## config.mk

```make
export PLATFORM = sky130hd
export DESIGN_NAME = hazard_scoreboard
export DESIGN_NICKNAME = d
export VERILOG_FILES = /design/src/rtl/hazard_scoreboard_pkg.sv /design/src/rtl/hazard_scoreboard_fwd_select.sv /design/src/rtl/hazard_scoreboard.sv
export SDC_FILE = /design/constraint.sdc
export NUM_CORES = 1
export LEC_CHECK = 0
export CAP_MARGIN = 20
export CORE_UTILIZATION = 33
export CTS_CLUSTER_DIAMETER = 120
export CTS_CLUSTER_SIZE = 28
export DETAILED_ROUTE_END_ITERATION = 8
export SKIP_CTS_REPAIR_TIMING = 1
export SYNTH_ARGS = -nofsm -noshare
export SYNTH_HDL_FRONTEND = slang
export SYNTH_SLANG_ARGS = --single-unit
export TNS_END_PERCENT = 30
```

## constraint.sdc

```tcl
create_clock -name clock -period 6.4 [get_ports clock]
set_input_delay 1.6 -clock clock [delete_from_list [all_inputs] [get_ports clock]]
set_output_delay 1.6 -clock clock [all_outputs]
set_load 0.02 [all_outputs]
```

## src/rtl/hazard_scoreboard_pkg.sv

```systemverilog
// Shared pipeline types for the hazard scoreboard: packets, forwarding selects
// and the hard-wired zero register.
package hazard_scoreboard_pkg;

   localparam int unsigned REG_W = 5;
   localparam logic [REG_W-1:0] ZERO_REG = '0;

   typedef enum logic [4:0] {
      RS_IS_RS    = 5'd0,
      RS_IS_EX_0  = 5'd1,
      RS_IS_EX_1  = 5'd2,
      RS_IS_EX_2  = 5'd3,
      RS_IS_EX_3  = 5'd4,
      RS_IS_EX_4  = 5'd5,
      RS_IS_EX_5  = 5'd6,
      RS_IS_EX_6  = 5'd7,
      RS_IS_EX_7  = 5'd8,
      RS_IS_MEM_0 = 5'd9,
      RS_IS_MEM_1 = 5'd10,
      RS_IS_MEM_2 = 5'd11,
      RS_IS_MEM_3 = 5'd12,
      RS_IS_MEM_4 = 5'd13,
      RS_IS_MEM_5 = 5'd14,
      RS_IS_MEM_6 = 5'd15,
      RS_IS_MEM_7 = 5'd16
   } rs_select_e;

   localparam logic [4:0] SEL_EX_BASE  = 5'd1;
   localparam logic [4:0] SEL_MEM_BASE = 5'd9;

   typedef struct packed {
      logic             valid;
      logic             rd_mem;
      logic [REG_W-1:0] rs1_idx;
      logic [REG_W-1:0] rs2_idx;
      logic [REG_W-1:0] dest_reg_idx;
      rs_select_e       rs1_select;
      rs_select_e       rs2_select;
   } id_ex_packet_t;

   typedef struct packed {
      logic             valid;
      logic [REG_W-1:0] dest_reg_idx;
   } ex_mem_packet_t;

endpackage

```

## src/rtl/hazard_scoreboard_fwd_select.sv

```systemverilog
// Per-operand forwarding priority encoder: youngest EX producer, then youngest
// MEM producer, otherwise the register file.
module hazard_scoreboard_fwd_select
   import hazard_scoreboard_pkg::*;
#(
   parameter int unsigned WAYS = 3
) (
   input  logic [REG_W-1:0]            src,
   input  logic [WAYS-1:0][REG_W-1:0]  ex_dest,
   input  logic [WAYS-1:0]             ex_valid,
   input  logic [WAYS-1:0][REG_W-1:0]  mem_dest,
   input  logic [WAYS-1:0]             mem_valid,
   output rs_select_e                  sel
);

   // Later assignments override earlier ones, so EX beats MEM and high ways win.
   always_comb begin
      sel = RS_IS_RS;
      if (src != ZERO_REG) begin
         for (int w = 0; w < WAYS; w++) begin
            if (mem_valid[w] && mem_dest[w] == src) sel = rs_select_e'(SEL_MEM_BASE + 5'(w));
         end
         for (int w = 0; w < WAYS; w++) begin
            if (ex_valid[w] && ex_dest[w] == src) sel = rs_select_e'(SEL_EX_BASE + 5'(w));
         end
      end
   end

endmodule

```

## src/rtl/hazard_scoreboard.sv

```systemverilog
// N-way hazard/forwarding unit: per-register load countdown scoreboard decides how
// many leading ways may issue; operand selects are rewritten for forwarding.
module hazard_scoreboard
   import hazard_scoreboard_pkg::*;
#(
   parameter int unsigned WAYS     = 3,
   parameter int unsigned LOAD_LAT = 1,
   parameter int unsigned NREG     = 32,
   localparam int unsigned CNT_W   = $clog2(LOAD_LAT + 1),
   localparam int unsigned IC_W    = $clog2(WAYS + 1)
) (
   input  logic           clock,
   input  logic           reset,
   input  id_ex_packet_t  id_packet [WAYS],
   input  id_ex_packet_t  ex_packet [WAYS],
   input  ex_mem_packet_t mem_packet [WAYS],
   input  logic           mem_stall,
   input  logic           squash,
   output id_ex_packet_t  id_packet_out [WAYS],
   output logic [IC_W-1:0] issue_count,
   output logic [31:0]    stall_cycles
);

   logic [CNT_W-1:0] cnt_q [NREG];
   logic [CNT_W-1:0] cnt_d [NREG];
   logic [31:0]      stall_q, stall_d;

   logic [WAYS-1:0][REG_W-1:0] ex_dest, mem_dest;
   logic [WAYS-1:0]            ex_valid, mem_valid;
   logic [WAYS-1:0]            blocked;
   rs_select_e                 rs1_sel [WAYS];
   rs_select_e                 rs2_sel [WAYS];
   logic                       unused_ex_fields;

   always_comb begin
      unused_ex_fields = 1'b0;
      for (int w = 0; w < WAYS; w++) begin
         ex_dest[w]   = ex_packet[w].dest_reg_idx;
         ex_valid[w]  = ex_packet[w].valid;
         mem_dest[w]  = mem_packet[w].dest_reg_idx;
         mem_valid[w] = mem_packet[w].valid;
         unused_ex_fields ^= ^{ex_packet[w].rd_mem, ex_packet[w].rs1_idx, ex_packet[w].rs2_idx,
                               ex_packet[w].rs1_select, ex_packet[w].rs2_select};
      end
   end

   for (genvar j = 0; j < WAYS; j++) begin : g_way
      hazard_scoreboard_fwd_select #(.WAYS(WAYS)) u_rs1_sel (
         .src       (id_packet[j].rs1_idx),
         .ex_dest   (ex_dest),
         .ex_valid  (ex_valid),
         .mem_dest  (mem_dest),
         .mem_valid (mem_valid),
         .sel       (rs1_sel[j])
      );
      hazard_scoreboard_fwd_select #(.WAYS(WAYS)) u_rs2_sel (
         .src       (id_packet[j].rs2_idx),
         .ex_dest   (ex_dest),
         .ex_valid  (ex_valid),
         .mem_dest  (mem_dest),
         .mem_valid (mem_valid),
         .sel       (rs2_sel[j])
      );
   end

   always_comb begin
      for (int j = 0; j < WAYS; j++) begin
         id_packet_out[j]            = id_packet[j];
         id_packet_out[j].rs1_select = reset ? RS_IS_RS : rs1_sel[j];
         id_packet_out[j].rs2_select = reset ? RS_IS_RS : rs2_sel[j];
      end
   end

   // A way is blocked by a pending load source or by an older in-bundle writer.
   always_comb begin
      for (int j = 0; j < WAYS; j++) begin
         blocked[j] = mem_stall;
         if (id_packet[j].rs1_idx != ZERO_REG && cnt_q[id_packet[j].rs1_idx] != '0) blocked[j] = 1'b1;
         if (id_packet[j].rs2_idx != ZERO_REG && cnt_q[id_packet[j].rs2_idx] != '0) blocked[j] = 1'b1;
         for (int i = 0; i < j; i++) begin
            if (id_packet[i].valid && id_packet[i].dest_reg_idx != ZERO_REG &&
                (id_packet[i].dest_reg_idx == id_packet[j].rs1_idx ||
                 id_packet[i].dest_reg_idx == id_packet[j].rs2_idx)) begin
               blocked[j] = 1'b1;
            end
         end
      end
   end

   always_comb begin
      issue_count = IC_W'(WAYS);
      for (int j = int'(WAYS) - 1; j >= 0; j--) begin
         if (blocked[j]) issue_count = IC_W'(j);
      end
      if (reset) issue_count = '0;
   end

   // Countdown first, then accepted writers in ascending way order overwrite it.
   always_comb begin
      for (int r = 0; r < NREG; r++) begin
         cnt_d[r] = (!mem_stall && cnt_q[r] != '0) ? cnt_q[r] - CNT_W'(1) : cnt_q[r];
      end
      if (!squash) begin
         for (int k = 0; k < WAYS; k++) begin
            if (IC_W'(k) < issue_count && id_packet[k].dest_reg_idx != ZERO_REG &&
                int'(id_packet[k].dest_reg_idx) < int'(NREG)) begin
               cnt_d[id_packet[k].dest_reg_idx] = id_packet[k].rd_mem ? CNT_W'(LOAD_LAT) : '0;
            end
         end
      end
   end

   always_comb begin
      stall_d = stall_q;
      if (issue_count < IC_W'(WAYS) && stall_q != '1) stall_d = stall_q + 32'd1;
   end

   always_ff @(posedge clock) begin
      if (reset) begin
         for (int r = 0; r < NREG; r++) cnt_q[r] <= '0;
         stall_q <= '0;
      end else begin
         cnt_q   <= cnt_d;
         stall_q <= stall_d;
      end
   end

   assign stall_cycles = stall_q;

endmodule

```

==> flow_metrics.py <==
metrics = {
    "yosys": {
        "synthesis.instances": 1248,
        "synth_top_area_frac": 0.154,
        "ys_seq_area_frac": 0.134,
        "synth_seq_cells": 64,
        "synth_area_leaders": "xor2_1 (15%), dfxtp_1 (13%), mux4_2 (8.5%), xnor2_1 (6.2%), buf_4 (5.0%)",
        "synth_edf_count": 0,
        "synth_area_mm2": 0.00956,
        "async_reset_ff_frac": 0,
        "synth_ff_type": "dfxtp_1",
        "yosysMostFrequentCell": "xor2_1",
        "synth_warnings": 0,
        "synth_top_area_cell": "xor2_1",
        "avgSynthCellArea_um2": 7.66,
        "yosys-top-cells-count": "xor2_1 (168), nor2_1 (89), nand2_1 (84)",
        "synth.distinct_cells": 68,
    },
    "die": {
        "coreArea_mm2": 0.0282,
        "rows": 61,
        "die_w_um": 172,
        "io_pins": 299,
        "start_util": 0.340,
        "die_area_mm2": 0.0297,
        "die-height_um": 172,
    },
    "layout": {
        "finalInstanceArea_mm2": 0.0118,
        "area_delta_synth_final_pct": 23.8,
        "num-fill-cells": 2811,
        "fin_nets": 1516,
        "num_antenna_cells": 0,
        "post-route-util": 0.420,
        "final_layout_size_suffix_gt1_frac": 0.117,
    },
    "cts": {
        "cts_tree": "done",
        "htreeDepth": 3,
        "cts_inserted_buffers": 9,
        "clkSinkCount": 64,
        "clk_pin_slew_ns": 0.06,
        "clk_path_buf_depth": 2,
        "cts-root-buf": "clkbuf_16",
        "clock_latency_ns": 0.34,
    },
    "sta": {
        "relSlewSlack": 0.435,
        "finalMaxSlewViolations": 0,
        "min_period_over_period": 0.979,
        "finalSetupViolCount": 0,
        "rsz0062_at_grt": "no",
        "fin_crit_ns": 6.26,
        "clock.fmax_ghz": 0.160,
        "hold_viol_final": 0,
        "worst_pin_slew_ns": 0.844,
        "holdWs_ns": 0.521,
        "fin_skew_ns": 0.00774,
    },
    "pwr": {
        "powerDensity_mw_per_mm2": 126,
        "p_leak_uw": 0.00416,
        "ir_drop_v": 0.000130,
    },
    "placed_design": {
        "portBuffers": 191,
        "dp_hpwl_mm": 27.7,
        "place_area_mm2": 0.0115,
        "gp_congestion": 0.920,
    },
    "setup_path": {
        "crit_type": "in2out",
        "reg2reg_from": "cnt_q[20]$_SDFF_PP0_",
        "slowest_delay_ns": 0.63,
        "crit_fanout": 18,
        "critPathArrivalTime_ns": 4.66,
        "cpMostUsedCell": "clkdlybuf4s50_1",
        "critPathTopFamily": "buffers and inverters",
        "crit_path_end_kind": "output pin",
        "worstPathCellList": "clkdlybuf4s50_1 -> buf_12 -> mux4_2 -> nand3b_1 -> o2111ai_1 -> o211ai_1 -> and3_1 -> nand2_1 -> inv_1 -> clkdlybuf4s50_1",
        "slowest_stage": "clkdlybuf4s50_1",
        "crit_buf_inv": 4,
        "required_ns": 4.80,
        "crit_start": "id_packet[47]",
        "crit_path_start_kind": "input pin",
    },
    "global_routing": {
        "grt_pass1_vias": 9145,
        "grt_max_degree": 45,
        "globalRouteOverflowTotal": 0,
        "antenna_found_initial": 0,
        "grt_pass1_wl_mm": 55.6,
        "grt_usage": 0.250,
    },
    "route": {
        "drtIter0Drc": 1142,
        "dr_total_vias": 9946,
        "vias_per_cell": 5.80,
        "wl_mm": 38.1,
        "first_pass_iters": 7,
        "drc": 0,
        "ant_nets": 0,
        "wl_per_cell_um": 22.2,
    },
    "run": {
        "cap_viol_max_count": 0,
    },
    "hold_path": {
        "min_path_type": "reg2reg",
        "hp-start": "stall_cycles[24]$_SDFFE_PP0P_",
    },
    "run_status": {
        "status": "completed",
    },
}
## state kept, by name (all words and copies together), names as in the netlist
register and flops:
cnt_q 32, stall_cycles 32
## kinds of logic (layout without fill, tap and decap cells)
group | count (synthesis) | after routing | share of synthesized area
muxes | 91 | 91 | 0.146
adders and majority gates | 1 | 1 | 0.00131
xor gates and xnor gates | 236 | 236 | 0.216
DFF | 64 | 64 | 0.134
buffers and inverters | 218 | 295 | 0.117
and+or+nand+nor | 463 | 463 | 0.256
AOI/OAI and AO/OA | 174 | 174 | 0.130
other | 1 | 12 | 0.000392
## report_power, final
part           internal [µW]  switching (µW)  leakage, µW
registers                401            3.86     0.000516
clock network            353             193     0.000163
logic                    224             315      0.00348
## tightest hold or removal path: stages, from the launching register on
cell and delay (ns):
dfxtp_1 0.33, o21ai_1 0.08, a21oi_1 0.06
## path summary, 6_finish.rpt
check / depth (start not counted) / endpoint / slack [ns]
max: 10 / issue_count[1] / 0.14
min reg2reg: 2 / stall_cycles[24]$_SDFFE_PP0P_ / 0.52
min: 2 / stall_cycles[24]$_SDFFE_PP0P_ / 0.52
max reg2reg: 10 / cnt_q[17]$_SDFF_PP0_ / 2.53
## stage by stage
| step | TNS, ns | instances | total power, µW | setup WS [ns] |
|---|---|---|---|---|
| finish | 0 | 1714 | 1490 | 0.136 |
| global route | 0 | 1714 | 1540 | 0.0217 |
| CTS | -0.00940 | 1713 | 1490 | -0.00940 |
| detailed placement | 0 | 1697 | 942 | 0.0195 |
| global placement | 0 | 1697 | 936 | 0.00354 |
| floorplan | 0 | 1259 | 762 | 0.716 |
## final cells by class
type                            count  area, µm²  area share
Inverter                           20       75.1     0.00634
Tap cell                          378        473      0.0400
Clock buffer                       10        239      0.0202
Multi-Input combinational cell    977       7210       0.609
Timing Repair Buffer              259       2460       0.208
Sequential cell                    64       1280       0.108
Clock inverter                      6       91.3     0.00772
## placed cells by master (no fill, tap or decap), types with 27 or more instances in the layout
cell / Yosys / routed
nor3_1: 33 / 33
mux4_2: 36 / 36
nor2_1: 89 / 89
o21ai_0: 27 / 27
buf_4: 64 / 65
nand3_1: 44 / 44
xnor2_1: 68 / 68
xor2_1: 168 / 168
nand2_1: 84 / 84
and3_1: 31 / 31
dfxtp_1: 64 / 64
mux2i_1: 30 / 30
nand4_1: 30 / 30
nor4_1: 58 / 58
clkdlybuf4s50_1: 0 / 189
o31ai_1: 35 / 34
## per-layer routing
layer	GRT usage	wire length (µm)	vias to the layer above
li1	-	-	4575
met2	0.412	17700	533
met3	0.0275	2870	109
met4	0.118	1690	0
met5	0	0	-
met1	0.325	15900	4729
Note: power is estimated with default switching activity, not from simulation.
